**src/rtl/bsg_dmc_pkg.sv**
```systemverilog
// Shared types and command encodings for the bsg_dmc app-port arbiter.
package bsg_dmc_pkg;

  typedef enum logic [1:0] {IDLE, CMD, WDATA} arb_state_e;

  localparam logic [2:0] CMD_WR = 3'b000;
  localparam logic [2:0] CMD_RD = 3'b001;
  localparam logic [2:0] CMD_WP = 3'b010;
  localparam logic [2:0] CMD_RP = 3'b011;
  localparam int         RD_BIT = 0;

  // Encodings 1xx are not defined by the controller and are handled as RP.
  function automatic logic is_read(input logic [2:0] c);
    return c[RD_BIT] | c[2];
  endfunction

  function automatic logic [2:0] app_cmd(input logic [2:0] c);
    return c[2] ? CMD_RP : c;
  endfunction

endpackage

```
**src/rtl/bsg_dmc_app_arbiter_if.sv**
```systemverilog
// Controller-facing app_* bundle; master side is the arbiter, slave side the controller.
interface bsg_dmc_app_arbiter_if #(
  parameter int addr_width_p = 28,
  parameter int data_width_p = 64
);
  logic [addr_width_p-1:0]   addr;
  logic [2:0]                cmd;
  logic                      en;
  logic                      rdy;
  logic [data_width_p-1:0]   wdf_data;
  logic [data_width_p/8-1:0] wdf_mask;
  logic                      wdf_wren;
  logic                      wdf_end;
  logic                      wdf_rdy;
  logic [data_width_p-1:0]   rd_data;
  logic                      rd_data_valid;
  logic                      rd_data_end;

  modport master (
    output addr, cmd, en, wdf_data, wdf_mask, wdf_wren, wdf_end,
    input  rdy, wdf_rdy, rd_data, rd_data_valid, rd_data_end
  );

  modport slave (
    input  addr, cmd, en, wdf_data, wdf_mask, wdf_wren, wdf_end,
    output rdy, wdf_rdy, rd_data, rd_data_valid, rd_data_end
  );
endinterface

```
**src/rtl/bsg_dmc_rd_tag_fifo.sv**
```systemverilog
// In-order FIFO of requester tags for outstanding read bursts.
module bsg_dmc_rd_tag_fifo #(
  parameter int tag_width_p = 1,
  parameter int depth_p     = 4
) (
  input  logic                   clk,
  input  logic                   rst,
  input  logic                   push,
  input  logic [tag_width_p-1:0] tag_in,
  input  logic                   pop,
  output logic [tag_width_p-1:0] tag_out,
  output logic                   full,
  output logic                   empty
);
  localparam int AW = (depth_p > 1) ? $clog2(depth_p) : 1;

  logic [tag_width_p-1:0] mem [depth_p];
  logic [AW:0]            wr_ptr, rd_ptr;

  // Extra pointer bit distinguishes full from empty when the indices match.
  assign empty   = (wr_ptr == rd_ptr);
  assign full    = (wr_ptr[AW] != rd_ptr[AW]) && (wr_ptr[AW-1:0] == rd_ptr[AW-1:0]);
  assign tag_out = mem[rd_ptr[AW-1:0]];

  always_ff @(posedge clk or posedge rst) begin
    if (rst) begin
      wr_ptr <= '0;
      rd_ptr <= '0;
    end else begin
      if (push && !full)  wr_ptr <= wr_ptr + (AW+1)'(1);
      if (pop  && !empty) rd_ptr <= rd_ptr + (AW+1)'(1);
    end
  end

  always_ff @(posedge clk) begin
    if (push && !full) mem[wr_ptr[AW-1:0]] <= tag_in;
  end
endmodule

```
**src/rtl/bsg_dmc_app_arbiter.sv**
```systemverilog
// Round-robin sharing of one bsg_dmc app port; writes hold the grant for their
// whole data burst, read bursts are steered back through an in-order tag FIFO.
module bsg_dmc_app_arbiter
  import bsg_dmc_pkg::*;
#(
  parameter int num_req_p         = 2,
  parameter int ui_addr_width_p   = 28,
  parameter int ui_data_width_p   = 64,
  parameter int ui_burst_length_p = 8,
  parameter int rd_tag_depth_p    = 4
) (
  input  logic                                          ui_clk_i,
  input  logic                                          ui_reset_i,
  input  logic [num_req_p-1:0]                          req_v_i,
  input  logic [num_req_p-1:0][2:0]                     req_cmd_i,
  input  logic [num_req_p-1:0][ui_addr_width_p-1:0]     req_addr_i,
  output logic [num_req_p-1:0]                          req_ready_o,
  input  logic [num_req_p-1:0]                          req_wdata_v_i,
  input  logic [num_req_p-1:0][ui_data_width_p-1:0]     req_wdata_i,
  input  logic [num_req_p-1:0][ui_data_width_p/8-1:0]   req_wmask_i,
  output logic [num_req_p-1:0]                          req_wdata_ready_o,
  output logic [num_req_p-1:0]                          req_rdata_v_o,
  output logic [num_req_p-1:0]                          req_rdata_last_o,
  output logic [ui_data_width_p-1:0]                    req_rdata_o,
  bsg_dmc_app_arbiter_if.master                         app,
  input  logic                                          init_calib_complete_i,
  output logic                                          rd_unexpected_o
);
  localparam int GW = (num_req_p > 1) ? $clog2(num_req_p) : 1;
  localparam int BW = (ui_burst_length_p > 1) ? $clog2(ui_burst_length_p) : 1;

  arb_state_e             state, state_n;
  logic [GW-1:0]          grant, rr_ptr, pick, tag_head;
  logic [BW-1:0]          beat_cnt;
  logic [num_req_p-1:0]   elig;
  logic                   pick_v;
  int                     scan_idx;
  logic                   tag_full, tag_empty;
  logic                   cur_rd, cmd_fire, beat_fire, last_beat, rd_v;

  assign cur_rd    = is_read(req_cmd_i[grant]);
  assign cmd_fire  = (state == CMD) && app.rdy;
  assign beat_fire = (state == WDATA) && req_wdata_v_i[grant] && app.wdf_rdy;
  assign last_beat = (beat_cnt == BW'(ui_burst_length_p - 1));
  assign rd_v      = app.rd_data_valid && !tag_empty;

  // First eligible requester at or after rr_ptr, wrapping.
  always_comb begin
    pick_v   = 1'b0;
    pick     = '0;
    scan_idx = 0;
    for (int i = 0; i < num_req_p; i++)
      elig[i] = req_v_i[i] && (!is_read(req_cmd_i[i]) || !tag_full);
    for (int k = 0; k < num_req_p; k++) begin
      scan_idx = int'(rr_ptr) + k;
      if (scan_idx >= num_req_p) scan_idx = scan_idx - num_req_p;
      if (!pick_v && elig[scan_idx]) begin
        pick_v = 1'b1;
        pick   = scan_idx[GW-1:0];
      end
    end
  end

  always_comb begin
    state_n = state;
    case (state)
      IDLE:    if (init_calib_complete_i && pick_v) state_n = CMD;
      CMD:     if (app.rdy) state_n = cur_rd ? IDLE : WDATA;
      WDATA:   if (beat_fire && last_beat) state_n = IDLE;
      default: state_n = IDLE;
    endcase
  end

  always_comb begin
    app.en            = 1'b0;
    app.cmd           = '0;
    app.addr          = '0;
    app.wdf_wren      = 1'b0;
    app.wdf_end       = 1'b0;
    app.wdf_data      = '0;
    app.wdf_mask      = '0;
    req_ready_o       = '0;
    req_wdata_ready_o = '0;
    req_rdata_v_o     = '0;
    req_rdata_last_o  = '0;
    if (state == CMD) begin
      app.en             = 1'b1;
      app.cmd            = app_cmd(req_cmd_i[grant]);
      app.addr           = req_addr_i[grant];
      req_ready_o[grant] = app.rdy;
    end
    if (state == WDATA) begin
      app.wdf_wren             = req_wdata_v_i[grant];
      app.wdf_end              = last_beat;
      app.wdf_data             = req_wdata_i[grant];
      app.wdf_mask             = req_wmask_i[grant];
      req_wdata_ready_o[grant] = app.wdf_rdy;
    end
    req_rdata_v_o[tag_head]    = rd_v;
    req_rdata_last_o[tag_head] = rd_v && app.rd_data_end;
  end

  // Broadcast data is forced low in reset so no output leaks the controller bus.
  assign req_rdata_o = ui_reset_i ? '0 : app.rd_data;

  always_ff @(posedge ui_clk_i or posedge ui_reset_i) begin
    if (ui_reset_i) begin
      state           <= IDLE;
      grant           <= '0;
      rr_ptr          <= '0;
      beat_cnt        <= '0;
      rd_unexpected_o <= 1'b0;
    end else begin
      state <= state_n;
      if (state == IDLE && state_n == CMD) grant <= pick;
      if (cmd_fire)
        rr_ptr <= (grant == GW'(num_req_p - 1)) ? '0 : grant + GW'(1);
      if (cmd_fire && !cur_rd) beat_cnt <= '0;
      else if (beat_fire)      beat_cnt <= beat_cnt + BW'(1);
      if (app.rd_data_valid && tag_empty) rd_unexpected_o <= 1'b1;
    end
  end

  bsg_dmc_rd_tag_fifo #(
    .tag_width_p (GW),
    .depth_p     (rd_tag_depth_p)
  ) u_tag_fifo (
    .clk     (ui_clk_i),
    .rst     (ui_reset_i),
    .push    (cmd_fire && cur_rd),
    .tag_in  (grant),
    .pop     (app.rd_data_valid && app.rd_data_end),
    .tag_out (tag_head),
    .full    (tag_full),
    .empty   (tag_empty)
  );
endmodule

```
**src/flat_wrapper.sv**
```systemverilog
// flat-port wrapper written by rule: the top's interface ports become plain ports
module bsg_dmc_app_arbiter_flat import bsg_dmc_pkg::*;
#(
  parameter int num_req_p         = 2,
  parameter int ui_addr_width_p   = 28,
  parameter int ui_data_width_p   = 64,
  parameter int ui_burst_length_p = 8,
  parameter int rd_tag_depth_p    = 4
)
  (ui_clk_i, ui_reset_i, req_v_i, req_cmd_i, req_addr_i, req_ready_o, req_wdata_v_i, req_wdata_i, req_wmask_i, req_wdata_ready_o, req_rdata_v_o, req_rdata_last_o, req_rdata_o, init_calib_complete_i, rd_unexpected_o, app_addr, app_cmd, app_en, app_wdf_data, app_wdf_mask, app_wdf_wren, app_wdf_end, app_rdy, app_wdf_rdy, app_rd_data, app_rd_data_valid, app_rd_data_end);
  bsg_dmc_app_arbiter_if #(.addr_width_p(28), .data_width_p(64)) app_i ();
  input  logic ui_clk_i;
  input  logic ui_reset_i;
  input  logic [num_req_p-1:0] req_v_i;
  input  logic [num_req_p-1:0][2:0] req_cmd_i;
  input  logic [num_req_p-1:0][ui_addr_width_p-1:0] req_addr_i;
  output logic [num_req_p-1:0] req_ready_o;
  input  logic [num_req_p-1:0] req_wdata_v_i;
  input  logic [num_req_p-1:0][ui_data_width_p-1:0] req_wdata_i;
  input  logic [num_req_p-1:0][ui_data_width_p/8-1:0] req_wmask_i;
  output logic [num_req_p-1:0] req_wdata_ready_o;
  output logic [num_req_p-1:0] req_rdata_v_o;
  output logic [num_req_p-1:0] req_rdata_last_o;
  output logic [ui_data_width_p-1:0] req_rdata_o;
  input  logic init_calib_complete_i;
  output logic rd_unexpected_o;
  output wire logic [$bits(app_i.addr)-1:0] app_addr;
  output wire logic [$bits(app_i.cmd)-1:0] app_cmd;
  output wire logic [$bits(app_i.en)-1:0] app_en;
  output wire logic [$bits(app_i.wdf_data)-1:0] app_wdf_data;
  output wire logic [$bits(app_i.wdf_mask)-1:0] app_wdf_mask;
  output wire logic [$bits(app_i.wdf_wren)-1:0] app_wdf_wren;
  output wire logic [$bits(app_i.wdf_end)-1:0] app_wdf_end;
  input wire logic [$bits(app_i.rdy)-1:0] app_rdy;
  input wire logic [$bits(app_i.wdf_rdy)-1:0] app_wdf_rdy;
  input wire logic [$bits(app_i.rd_data)-1:0] app_rd_data;
  input wire logic [$bits(app_i.rd_data_valid)-1:0] app_rd_data_valid;
  input wire logic [$bits(app_i.rd_data_end)-1:0] app_rd_data_end;
  assign app_addr = app_i.addr;
  assign app_cmd = app_i.cmd;
  assign app_en = app_i.en;
  assign app_wdf_data = app_i.wdf_data;
  assign app_wdf_mask = app_i.wdf_mask;
  assign app_wdf_wren = app_i.wdf_wren;
  assign app_wdf_end = app_i.wdf_end;
  assign app_i.rdy = app_rdy;
  assign app_i.wdf_rdy = app_wdf_rdy;
  assign app_i.rd_data = app_rd_data;
  assign app_i.rd_data_valid = app_rd_data_valid;
  assign app_i.rd_data_end = app_rd_data_end;
  bsg_dmc_app_arbiter #(.num_req_p(num_req_p), .ui_addr_width_p(ui_addr_width_p), .ui_data_width_p(ui_data_width_p), .ui_burst_length_p(ui_burst_length_p), .rd_tag_depth_p(rd_tag_depth_p)) u_core (.ui_clk_i(ui_clk_i), .ui_reset_i(ui_reset_i), .req_v_i(req_v_i), .req_cmd_i(req_cmd_i), .req_addr_i(req_addr_i), .req_ready_o(req_ready_o), .req_wdata_v_i(req_wdata_v_i), .req_wdata_i(req_wdata_i), .req_wmask_i(req_wmask_i), .req_wdata_ready_o(req_wdata_ready_o), .req_rdata_v_o(req_rdata_v_o), .req_rdata_last_o(req_rdata_last_o), .req_rdata_o(req_rdata_o), .app(app_i), .init_calib_complete_i(init_calib_complete_i), .rd_unexpected_o(rd_unexpected_o));
endmodule
```
**config.mk**
```make
export PLATFORM = sky130hd
export DESIGN_NAME = bsg_dmc_app_arbiter_flat
export DESIGN_NICKNAME = d
export VERILOG_FILES = /design/src/rtl/bsg_dmc_pkg.sv /design/src/rtl/bsg_dmc_app_arbiter_if.sv /design/src/rtl/bsg_dmc_rd_tag_fifo.sv /design/src/rtl/bsg_dmc_app_arbiter.sv /design/src/flat_wrapper.sv
export SDC_FILE = /design/constraint.sdc
export NUM_CORES = 1
export LEC_CHECK = 0
export CORE_AREA = 10 10 172 174
export CTS_CLUSTER_SIZE = 25
export DETAILED_ROUTE_END_ITERATION = 10
export DIE_AREA = 0 0 182 184
export PLACE_DENSITY = 0.57
export SYNTH_ARGS = -nofsm -noshare
export SYNTH_HDL_FRONTEND = slang
export SYNTH_SLANG_ARGS = --single-unit
```
**constraint.sdc**
```tcl
create_clock -name ui_clk_i -period 4 [get_ports ui_clk_i]
set_input_delay 0.8 -clock ui_clk_i [delete_from_list [all_inputs] [get_ports ui_clk_i]]
set_output_delay 0.8 -clock ui_clk_i [all_outputs]
set_load 0.005 [all_outputs]
```
; After elaboration in Yosys (flattened, before gate mapping)
; Memory sizes are Yosys's and may differ from the RTL's.
; Index checks and enable logic that the tools add are counted.
[word_totals]
ff_bits = 14
out_inout_bits = 179
input_bits = 281
elab_cells = 114
memories = 1
mem_bits_rw = 4
[mem_list]
columns = name, words, word_bits, read_ports, rd_ports_with_merged_regs, wr, line_no
row1 = u_core.u_tag_fifo.mem, 4, 1, 1, 0, 1, bsg_dmc_rd_tag_fifo.sv:17  ; logic [tag_width_p-1:0] mem [depth_p];
[classes]
n_eq_ne = 7
add_sub_neg = 7
bitwise = 7
order_cmp = 8
n_reduce_logical = 30
n_mux = 47
[op_table]
columns = operator, n
row1 = 2-to-1 mux 64 bit, 4
row2 = 2-to-1 mux 28 bit, 3
row3 = < comparator 32 x 3 -> 1 bit (second input constant), 2
row4 = 2-to-1 mux 32 bit, 2
row5 = >= comparator 32 x 3 -> 1 bit (second input constant), 1
row6 = subtractor 32 x 3 -> 32 bit (second input constant), 1
row7 = 2-to-1 mux 8 bit, 3
row8 = logical AND 1 bit, 20
row9 = 2-to-1 mux 1 bit, 20
row10 = 2-to-1 mux 3 bit, 5
row11 = 2-to-1 mux 2 bit, 7
row12 = adder 3 x 1 -> 3 bit (second input constant), 3
row13 = bitwise AND 2 bit, 4
row14 = zero test 1 bit, 6
row15 = one-hot mux 2 bit (3 select lines), 1
row16 = equality test 2 x 1 -> 1 bit (second input constant), 2
row17 = < comparator 1 x 2 -> 1 bit (second input constant), 2
row18 = equality test 3 bit, 1
row19 = equality test 3 bit (second input constant), 1
row20 = bitwise OR 1 bit, 3
row21 = subtractor 1 x 2 -> 3 bit (second input constant), 1
row22 = adder 1 x 1 -> 2 bit (second input constant), 1
row23 = demux 1 bit (select 1 bit), 2
row24 = equality test 2 bit, 1
row25 = 8 further kinds, 10

; Logic depth before layout (Yosys ltp)
; Gate-level depths: netlist (run 1).
[logic_depth]
word_depth = 17
mapped_depth = 5
ltp_nobuf = 5

; Modules after synthesis
; Synthesis (run 1) repeated with hierarchy kept, for this count alone.
[hier_totals]
hier_cells = 415
area_unflattened_um2 = 3173.0
[modules_own_cells]
columns = module, area_each_um2, cells_each, instances, seq_area_each_um2
row1 = bsg_dmc_app_arbiter, 2538.7, 359, 1, 200.2
row2 = bsg_dmc_rd_tag_fifo, 634.4, 56, 1, 270.3

; Worst setup path before layout (run 1)
; Ideal clock, no wire load.
[synth_timing]
kind = input to output
from = input port ui_reset_i
to = output port req_rdata_o[10]
required_ns = 3.200
path_slack_ns = 1.776
t_arrival_ns = 1.424
n_path_buf = 2
cell_stages = 3
path_cell_list = clkbuf_1 > clkbuf_1 > nor2b_1
[synth_between]
elab_chain_cells = 1
[synth_rtl]
columns = item, line_no
row1 = start: declaration, flat_wrapper.sv:13  ; input logic ui_reset_i;
row2 = 2-to-1 mux 64 bit, bsg_dmc_app_arbiter.sv:104  ; assign req_rdata_o = ui_reset_i ? '0 : app.rd_data;
row3 = end: declaration, flat_wrapper.sv:24  ; output logic [ui_data_width_p-1:0] req_rdata_o;
; No other way between the ends.

; Final worst setup path (run 1)
[layout_timing]
from = input port req_cmd_i[5] in the netlist's numbering
to = output port app_cmd[0]
[layout_between]
elab_chain_cells = 4
[layout_rtl]
columns = item, line_no
row1 = start: declaration, flat_wrapper.sv:15  ; input logic [num_req_p-1:0][2:0] req_cmd_i;
row2 = 2-to-1 mux 3 bit (not written as such) (2 in a row), bsg_dmc_app_arbiter.sv:88  ; app.cmd = app_cmd(req_cmd_i[grant]);
row3 = 2-to-1 mux 2 bit, bsg_dmc_pkg.sv:18  ; return c[2] ? CMD_RP : c;
row4 = 2-to-1 mux 3 bit, bsg_dmc_app_arbiter.sv:86  ; if (state == CMD) begin
row5 = end: declaration, flat_wrapper.sv:28  ; output wire logic [$bits(app_i.cmd)-1:0] app_cmd;
; No other way between the ends. The select of a mux whose other input is x is not followed.

==> out/results.ini, run 1 <==
[final_layout]
area_growth_pct = 169
fin_util_pct = 31.2
drive_gt1_share_pct = 3.35
final_area_um2 = 8080
n_antenna_cell = 0
final_nets = 1125

[pwr]
p_int_w = 0.00191
p_comb_share_pct = 80.0
power_density_nw_per_um2 = 395
p_switching_w = 0.00128
peakVddDrop_mv = 0.314
clkPwrFrac_pct = 6.3
seqPwrFrac_pct = 13.7
leakage_nw = 3.32
swShare_pct = 40.2

[floorplan]
start_util_pct = 11.6
die-area_um2 = 33500
die_h_um = 184
rows = 59
core_area_um2 = 25900
io_pins = 460
die_w_um = 182

[setup_path]
cp_top_family = buffers and inverters
crit_path_start_kind = input port
critical_path_class = input port to output pin
cp_slowest_cell = nor2_1
cp.arrival_ns = 2.60
crit_chain = clkdlybuf4s50_1, nor2_1, a21o_1, nor2_1, clkdlybuf4s50_1
crit_buf_inv = 2
end_kind = output pin
worstPathMaxFanout = 3
cp.required_ns = 3.20
max_stage_delay_ns = 0.49

[route]
drt_iter0_drc = 154
drcViolationCount = 0
wl_per_cell_um = 19.6
ant_nets = 0
vias = 4277
routed_wirelength_um = 23000
dr.pass1.iters = 4
vias_per_cell = 3.65

[global_route]
antenna_found_initial = 0
grt_usage_pct = 12.3
grt_pass1_wl_um = 31700
overflow = 0
use_met3_pct = 3.52
grt_max_degree = 66
grt_util_met1_pct = 13.5
grt_use_met2_pct = 23.4
busiest_layer = met2
grt_pass1_vias = 4672

[logic_synthesis]
syn_area_um2 = 3000
synth_area_leaders = mux2i_1 35%, nor2_1 14%, nor2b_1 14%, dfrtp_1 12%, edfxtp_1 4.0%
synth_edf_count = 4
netlist_instances = 392
yosys_most_used_dff = dfrtp_1
synthTopCellsByCount = 113 x nor2_1, 104 x mux2i_1, 66 x nor2b_1
synth_cell_types = 40
syn-mean-instance-area_um2 = 7.65
synth_seq_cells = 18
synth.most_common_cell = nor2_1
async_reset_ff_share_pct = 77.8
syn_nets = 680
ys_warn_count = 0
synth.largest_area_cell = mux2i_1
synth-seq-area-share_pct = 15.7
yosysTopAreaCellShare_pct = 34.7

[sta]
fin_crit_sh_pct = 85.0
setup_viol = 0
period_minus_slack_ns = 3.40
rsz0062_at_grt = no
timing.fmax_ghz = 0.294
maxSlewHeadroom_pct = 26.1
worst_pin_slew_ns = 1.11
final_max_slew_viol_count = 0
hold_viol_final = 0
tns_ns = 0
fin_skew_ns = 0.00166

[worst_hold_path]
min_path_type = flip-flop to flip-flop

[clock_network]
post_cts_buffers = 0
cts_root_buf = clkbuf_16
htreeDepth = 1
cts.sinks = 18
cts_buffer_depth = 2
numCtsBuffers = 3
ctsResizeCount = 0
clk_latency_ns = 0.25
cts_tree = yes
ctsHoldBuffers = 0
path_clk_slew_ns = 0.05

[placement]
portBuffers = 458
dpl.hpwl_um = 20300
place.gp.congestion = 0.810
place_area_um2 = 8000

[run]
cap_violations = 0

[outcome]
status = finished clean

layout make-up:
cell class	count	area [um^2]
tap	335	419
multi-input combinational	338	2360
timing repair buffer	471	4730
sequential	18	474
fill	2781	17800
inverter	5	18.8
clock buffer	4	78.8
power groups by stage:
| stage | sequential, W | combinational, W | clock (W) |
|---|---|---|---|
| 3_5_place_dp | 0.000444 | 0.00259 | 0 |
| 4_1_cts | 0.000441 | 0.00262 | 0.000207 |
| 2_1_floorplan | 0.000337 | 0.00124 | 0 |
| 5_1_grt | 0.000456 | 0.00277 | 0.000219 |
| 3_3_place_gp | 0.000440 | 0.00260 | 0 |
| 6_report | 0.000436 | 0.00255 | 0.000202 |
metrics by stage:
step | power, W | hold slack [ns] | setup WS (ns) | std cells
6_report | 0.00319 | 0.475 | 0.600 | 1171
5_1_grt | 0.00345 | 0.501 | 0.608 | 1171
4_1_cts | 0.00327 | 0.479 | 0.674 | 1171
3_5_place_dp | 0.00304 | 0.470 | 0.687 | 1167
3_3_place_gp | 0.00304 | 0.459 | 0.696 | 1167
2_1_floorplan | 0.00158 | 0.460 | 1.78 | 392
layout by cell type (no fill, tap or decap), types with 2 or more instances in the layout:
master | synthesis | routed
and2_1 | 5 | 5
and3_1 | 2 | 2
xor2_1 | 2 | 2
xnor2_1 | 7 | 7
mux2i_1 | 104 | 104
buf_12 | 0 | 4
nor2_1 | 113 | 113
clkbuf_16 | 0 | 3
inv_1 | 4 | 4
mux2_4 | 2 | 2
nor3_1 | 2 | 2
edfxtp_1 | 4 | 4
dfrtp_1 | 14 | 13
nor2b_1 | 66 | 66
buf_4 | 4 | 9
ha_1 | 7 | 7
a21oi_1 | 2 | 2
nand3_1 | 4 | 4
o211ai_1 | 2 | 2
clkdlybuf4s50_1 | 0 | 457
worst register-to-register path, stage by stage, from the launching register on:
cell	delay, ns
dfrtp_4	0.81
buf_12	0.30
nor3_1	0.09
a21o_1	0.22
nor3b_4	0.30
and2_1	0.18
final timing paths:
| check | from | to | slack, ns | depth (start not counted) |
|---|---|---|---|---|
| max | req_cmd_i[5] | app_cmd[0] | 0.60 | 5 |
| min | u_core.rd_unexpected_o$_DFFE_PP0P_ | u_core.rd_unexpected_o$_DFFE_PP0P_ | 0.48 | 1 |
| max reg2reg | u_core.grant$_DFFE_PP0P_ | u_core.u_tag_fifo.mem[2]$_DFFE_PP_ | 1.81 | 5 |
| min reg2reg | u_core.rd_unexpected_o$_DFFE_PP0P_ | u_core.rd_unexpected_o$_DFFE_PP0P_ | 0.48 | 1 |
| max in group asynchronous | ui_reset_i | u_core.grant$_DFFE_PP0P_ | 2.36 | 2 |
| min in group asynchronous | ui_reset_i | u_core.u_tag_fifo.rd_ptr[1]$_DFFE_PP0P_ | 1.18 | 2 |
flip-flops by register name, summed over array words and instances (netlist names):
name,cells
u_core.u_tag_fifo.wr_ptr,3
u_core.rd_unexpected_o,1
u_core.rr_ptr,1
u_core.u_tag_fifo.rd_ptr,3
u_core.beat_cnt,3
u_core.state,2
u_core.grant,1
u_core.u_tag_fifo.mem,4
routing by layer:
metal  routed length, um  up-vias
met2               12700      163
met1                8500     1917
li1                    -     2189
met4                 180        0
met3                1640        8
met5                   0        -
logic make-up (layout without fill, tap and decap cells):
group,after synthesis,in the layout,share of synthesized area (%)
simple gates,203,203,33.6
xor+xnor,9,9,2.63
compound gates,11,11,2.84
other cells,1,1,0.125
mux,107,107,36.6
buf+inv,36,480,5.67
flops,18,18,15.7
fa+ha+maj,7,7,2.92
No activity file was read; power rests on OpenSTA's default activity.
==> run 2: changes to the inputs <==
--- a/config.mk
+++ b/config.mk
@@ -5,11 +5,13 @@
 export SDC_FILE = /design/constraint.sdc
 export NUM_CORES = 1
 export LEC_CHECK = 0
-export CORE_AREA = 10 10 172 174
+export CAP_MARGIN = 20
+export CORE_AREA = 10 10 169 171
 export CTS_CLUSTER_SIZE = 25
 export DETAILED_ROUTE_END_ITERATION = 10
-export DIE_AREA = 0 0 182 184
-export PLACE_DENSITY = 0.57
+export DIE_AREA = 0 0 179 181
+export PLACE_DENSITY = 0.6
 export SYNTH_ARGS = -nofsm -noshare
 export SYNTH_HDL_FRONTEND = slang
+export SYNTH_HIERARCHICAL = 1
 export SYNTH_SLANG_ARGS = --single-unit
==> out/results.ini, run 2 <==
[outcome]
status = finished clean

[logic_synthesis]
synth_cell_types = 46  ; +15%
netlist_instances = 415  ; +5.9%
synth_compound_area_share_pct = 6.82  ; +4.0 points
synth-seq-area-share_pct = 14.8  ; -0.85 points
synthMuxAreaShare_pct = 33.0  ; -3.5 points
syn-mean-instance-area_um2 = 7.65  ; -0.11%
synth_xor_area_share_pct = 2.68  ; +0.054 points
synthSimpleGateAreaFrac_pct = 32.2  ; -1.4 points
synth_top_family_by_area = multiplexers
synth_area_leaders = mux2i_1 32%, nor2b_1 13%, nor2_1 13%, dfrtp_1 11%, edfxtp_1 3.8%
async_reset_ff_share_pct = 77.8  ; unchanged
synth_seq_cells = 18  ; unchanged
yosys_most_used_dff = dfrtp_1
syn_area_um2 = 3170  ; +5.8%
synth_edf_count = 4  ; unchanged
synth_adder_area_share_pct = 2.76  ; -0.16 points
synth.most_common_cell = nor2_1
synth.largest_area_cell = mux2i_1
synthTopCellsByCount = 107 x nor2_1, 101 x mux2i_1, 65 x nor2b_1
syn_nets = 703  ; +3.4%
yosysTopAreaCellShare_pct = 31.9  ; -2.8 points
ys_warn_count = 6  ; +6

[sta]
setup_viol = 0  ; unchanged
period_minus_slack_ns = 3.24  ; -0.159 ns
hold_viol_final = 0  ; unchanged
rsz0062_at_grt = no
final_max_slew_viol_count = 0  ; unchanged
tns_ns = 0  ; unchanged
worst_pin_slew_ns = 0.698  ; -0.412 ns
timing.fmax_ghz = 0.309  ; +4.9%
maxSlewHeadroom_pct = 53.5  ; +27 points
fin_skew_ns = 0.00500  ; +0.00334 ns
fin_crit_sh_pct = 81.0  ; -4.0 points

[setup_path]
r2r_slack_ns = 1.48  ; -0.33 ns
regToRegStartpoint = u_core/grant$_DFFE_PP0P_
timing.critical_path.from = u_core/grant$_DFFE_PP0P_
critical_path_class = flip-flop to output pin
worst_r2r_endpoint = u_core/u_tag_fifo/mem[0]$_DFFE_PP_
cp.required_ns = 3.20  ; about the same
cp.arrival_ns = 2.44  ; -0.16 ns
reg2regPathDepth = 6  ; +1
crit_path_start_kind = flip-flop
end_kind = output pin
worstPathMaxFanout = 43  ; +40

[worst_hold_path]
min-delay-start = u_core/rd_unexpected_o$_DFFE_PP0P_
min_path_type = flip-flop to flip-flop
holdPathStages = 1  ; unchanged
hold_end = u_core/rd_unexpected_o$_DFFE_PP0P_

[pwr]
seqPwrFrac_pct = 14.8  ; +1.1 points
p_int_w = 0.00173  ; -9.5%
power_density_nw_per_um2 = 369  ; -6.6%
swShare_pct = 42.5  ; +2.3 points
p_switching_w = 0.00128  ; -0.42%
leakage_nw = 3.25  ; -2.0%
clkPwrFrac_pct = 6.8  ; +0.5 points
peakVddDrop_mv = 0.201  ; -36%
p_comb_share_pct = 78.4  ; -1.6 points

[floorplan]
die_w_um = 179  ; -1.6%
io_pins = 460  ; unchanged
die_h_um = 181  ; -1.6%
core_area_um2 = 25000  ; -3.4%
start_util_pct = 12.7  ; +1.1 points
die-area_um2 = 32400  ; -3.3%
rows = 58  ; -1.7%

[route]
wl_per_cell_um = 19.5  ; -0.52%
ant_nets = 0  ; unchanged
vias_per_cell = 3.82  ; +4.5%
dr.pass1.iters = 4  ; unchanged
routed_wirelength_um = 23100  ; +0.59%
drcViolationCount = 0  ; unchanged
drt_iter0_drc = 197  ; +28%
vias = 4517  ; +5.6%

[global_route]
grt_util_met1_pct = 14.3  ; +0.82 points
busiest_layer = met2
grt_max_degree = 67  ; +1.5%
use_met3_pct = 3.82  ; +0.29 points
grt_usage_pct = 13.0  ; +0.66 points
grt_pass1_wl_um = 32200  ; +1.4%
grt_pass1_vias = 4736  ; +1.4%
antenna_found_initial = 0  ; unchanged
grt_use_met2_pct = 24.1  ; +0.74 points
overflow = 0  ; unchanged

[clock_network]
post_cts_buffers = 0  ; unchanged
ctsHoldBuffers = 0  ; unchanged
ctsResizeCount = 0  ; unchanged
cts.sinks = 18  ; unchanged
numCtsBuffers = 3  ; unchanged
cts_root_buf = clkbuf_16
path_clk_slew_ns = 0.06  ; about the same
cts_buffer_depth = 2  ; unchanged
cts_tree = yes
htreeDepth = 1  ; unchanged
clk_latency_ns = 0.25  ; about the same

[placement]
portBuffers = 458  ; unchanged
place.gp.congestion = 0.825  ; +1.9%
placed_cells = 1179  ; +1.0%
dpl.hpwl_um = 20300  ; about the same

[final_layout]
n_antenna_cell = 0  ; unchanged
layout_common_cells = 457 x clkdlybuf4s50_1, 107 x nor2_1, 101 x mux2i_1
drive_gt1_share_pct = 2.93  ; -0.42 points
area_growth_pct = 157
fin_cells = 1184  ; +1.1%
final_common_cell = clkdlybuf4s50_1
largest_register_ffs = 4  ; unchanged
final_nets = 1143  ; +1.6%

[run]
cap_violations = 0  ; unchanged

run 2: power groups by stage:
stage	clock network, W	logic, W	registers [W]
2_1_floorplan	0	0.00132	0.000327
3_5_place_dp	0	0.00238	0.000453
3_3_place_gp	0	0.00238	0.000451
4_1_cts	0.000211	0.00239	0.000448
6_report	0.000204	0.00236	0.000445
5_1_grt	0.000218	0.00254	0.000463
run 2: cell families after synthesis:
group / after synthesis
xor gates and xnor gates: 8
other: 1
DFF: 18
muxes: 103
AOI/OAI and AO/OA: 30
adders and majority gates: 7
and+or+nand+nor: 207
buffers and inverters: 41
run 2: final cells by class:
cell class / instances / area, um^2
Fill cell: 2649 / 16900
Clock buffer: 3 / 75.1
Timing Repair Buffer: 466 / 4680
Tap cell: 330 / 413
Inverter: 10 / 37.5
Multi-Input combinational cell: 356 / 2460
Sequential cell: 18 / 474
Clock inverter: 1 / 3.75
run 2: routing by layer:
layer | wire (um) | vias up
met5 | 0 | -
met1 | 8700 | 2004
met3 | 2260 | 10
met2 | 11900 | 236
met4 | 272 | 0
li1 | - | 2267
run 2: worst max path at each step:
stage,to,depth (start not counted)
5_1_grt,req_rdata_v_o[1],5
3_3_place_gp,app_cmd[0],5
2_1_floorplan,req_rdata_o[10],3
6_report,app_addr[10],4
3_5_place_dp,app_cmd[0],5
4_1_cts,app_cmd[0],5
run 2: stage by stage:
stage	worst slack, ns	hold WS, ns	total power, W	util [%]	cell area, um^2
floorplan	1.78	0.449	0.00164	-	3170
global placement	0.757	0.441	0.00283	32.1	8050
detailed placement	0.765	0.465	0.00283	32.1	8050
CTS	0.757	0.477	0.00305	32.5	8130
global route	0.674	0.519	0.00322	32.5	8150
finish	0.759	0.471	0.00301	32.5	8150
run 2: worst max-delay path, stage by stage (launching register included):
cell,delay [ns]
dfrtp_4,0.88
buf_12,0.37
mux2i_1,0.12
nor2_1,0.15
clkdlybuf4s50_1,0.63
==> run 3: changes to the inputs <==
--- a/config.mk
+++ b/config.mk
@@ -6,11 +6,11 @@
 export NUM_CORES = 1
 export LEC_CHECK = 0
 export CAP_MARGIN = 20
-export CORE_AREA = 10 10 169 171
+export CORE_AREA = 10 10 171 173
 export CTS_CLUSTER_SIZE = 25
 export DETAILED_ROUTE_END_ITERATION = 10
-export DIE_AREA = 0 0 179 181
-export PLACE_DENSITY = 0.6
+export DIE_AREA = 0 0 181 183
+export PLACE_DENSITY = 0.59
 export SYNTH_ARGS = -nofsm -noshare
 export SYNTH_HDL_FRONTEND = slang
 export SYNTH_HIERARCHICAL = 1
==> constraint.sdc (replaced) <==
create_clock -name ui_clk_i -period 3.2 [get_ports ui_clk_i]
set_input_delay 0.64 -clock ui_clk_i [delete_from_list [all_inputs] [get_ports ui_clk_i]]
set_output_delay 0.64 -clock ui_clk_i [all_outputs]
set_load 0.005 [all_outputs]
==> out/results.ini, run 3 (synthesized netlist as in run 2, its figures left out) <==
[route]
drt-met1-wl_um = 9350  ; +7.5%
dr.pass1.iters = 4  ; unchanged
routed_wirelength_um = 23800  ; +2.8%
ant_nets = 0  ; unchanged
routed.top_layer = met5
wl_met3_um = 2050  ; -9.3%
wl_met2_um = 12100  ; +1.4%
vias_per_cell = 3.79  ; -0.72%
wl_per_cell_um = 19.7  ; +1.1%
drt_iter0_drc = 175  ; -11%
drcViolationCount = 0  ; unchanged
vias = 4560  ; +0.95%

[clock_network]
numCtsBuffers = 3  ; unchanged
cts_buffer_depth = 2  ; unchanged
post_cts_buffers = 0  ; unchanged
cts_root_buf = clkbuf_16
path_clk_slew_ns = 0.06  ; about the same
cts_tree = yes
ctsResizeCount = 0  ; unchanged
htreeDepth = 1  ; unchanged
cts.sinks = 18  ; unchanged
ctsHoldBuffers = 0  ; unchanged
clk_latency_ns = 0.25  ; about the same

[setup_path]
end_kind = output pin
cp.required_ns = 2.56  ; -0.64 ns
critical_path_class = input port to output pin
worstPathMaxFanout = 3  ; -93%
crit_path_start_kind = input port
cp.arrival_ns = 2.34  ; -0.10 ns

[placement]
portBuffers = 458  ; unchanged
place_area_um2 = 8190  ; +1.8%
dpl.hpwl_um = 21100  ; +4.0%
place.gp.congestion = 0.827  ; +0.22%

[sta]
final_max_slew_viol_count = 0  ; unchanged
timing.fmax_ghz = 0.335
tns_ns = 0  ; unchanged
hold_viol_final = 0  ; unchanged
rsz0062_at_grt = no
period_minus_slack_ns = 2.98
holdWs_ns = 0.477  ; +0.00581 ns
fin_crit_sh_pct = 93.1
fin_skew_ns = 0.00308  ; -0.00192 ns
setup_viol = 0  ; unchanged

[pwr]
power_density_nw_per_um2 = 477  ; +29%
total_power_w = 0.00396  ; +32%
peakVddDrop_mv = 0.230  ; +14%
leakage_nw = 3.34  ; +2.7%

[final_layout]
layout_common_cells = 457 x clkdlybuf4s50_1, 107 x nor2_1, 101 x mux2i_1
largest_register_ffs = 4  ; unchanged
nFillCells = 2734  ; +3.2%
regArea_um2 = 474  ; unchanged
final_common_cell = clkdlybuf4s50_1
fin_util_pct = 32.2  ; -0.31 points
multi_input_area_um2 = 2470  ; +0.10%
drive_gt1_share_pct = 4.83  ; +1.9 points
area_growth_pct = 162
n_antenna_cell = 0  ; unchanged
final_area_um2 = 8300  ; +1.9%
final_nets = 1158  ; +1.3%

[floorplan]
start_util_pct = 12.3  ; -0.36 points
die-area_um2 = 33100  ; +2.2%
core_area_um2 = 25800  ; +2.9%
die_w_um = 181  ; +1.1%
io_pins = 460  ; unchanged
rows = 59  ; +1.7%
die_h_um = 183  ; +1.1%

[outcome]
status = finished clean

[global_route]
grt_usage_pct = 13.1  ; +0.066 points
antenna_found_initial = 2  ; +2
grt_pass1_wl_um = 33700  ; +4.6%
grt_max_degree = 67  ; unchanged
overflow = 0  ; unchanged
grt_pass1_vias = 4911  ; +3.7%

[run]
cap_violations = 0  ; unchanged

[worst_hold_path]
min_path_type = flip-flop to flip-flop

[run 3: path summary, 6_finish.rpt]
kind                                      startpoint                                 endpoint  slack (ns)  cells past startpoint
max                                     req_cmd_i[5]                               app_cmd[0]        0.22                      5
max in group asynchronous                 ui_reset_i                 u_core/grant$_DFFE_PP0P_        2.21                      3
min                        u_core/rr_ptr$_DFFE_PP0P_                u_core/rr_ptr$_DFFE_PP0P_        0.48                      1
max reg2reg                 u_core/grant$_DFFE_PP0P_       u_core/u_tag_fifo/mem[2]$_DFFE_PP_        1.02                      6
min in group asynchronous                 ui_reset_i  u_core/u_tag_fifo/rd_ptr[1]$_DFFE_PP0P_        0.63                      3
min reg2reg                u_core/rr_ptr$_DFFE_PP0P_                u_core/rr_ptr$_DFFE_PP0P_        0.48                      1
[run 3: report_power, final]
group | total [W] | switching (W) | internal (W)
combinational | 0.00323 | 0.00141 | 0.00182
sequential | 0.000450 | 0.000127 | 0.000323
clock | 0.000282 | 0.0000919 | 0.000190
[run 3: worst max-delay path, stage by stage]
cell and delay, ns:
clkdlybuf4s50_1 0.52, nor3b_2 0.07, or2_2 0.32, nor2_1 0.18
clkdlybuf4s50_1 0.61
[run 3: cell type report]
class                           count  share of cell area [%]
Inverter                           10                   0.452
Clock buffer                        4                    1.07
Sequential cell                    18                    5.71
Multi-Input combinational cell    356                    29.7
Tap cell                          335                    5.05
Timing Repair Buffer              481                    58.0
[run 3: routing by layer]
metal | GRT usage (%) | up-vias
li1 | - | 2297
met1 | 15.1 | 2029
met2 | 23.5 | 214
met3 | 4.25 | 16
met4 | 1.95 | 4
met5 | 0 | -
[run 3: per-stage QoR]
| stage | std cells | setup slack, ns |
|---|---|---|
| 2_1_floorplan | 415 | 1.19 |
| 3_3_place_gp | 1199 | 0.176 |
| 3_5_place_dp | 1199 | 0.153 |
| 4_1_cts | 1203 | 0.129 |
| 5_1_grt | 1204 | 0.135 |
| 6_report | 1204 | 0.219 |
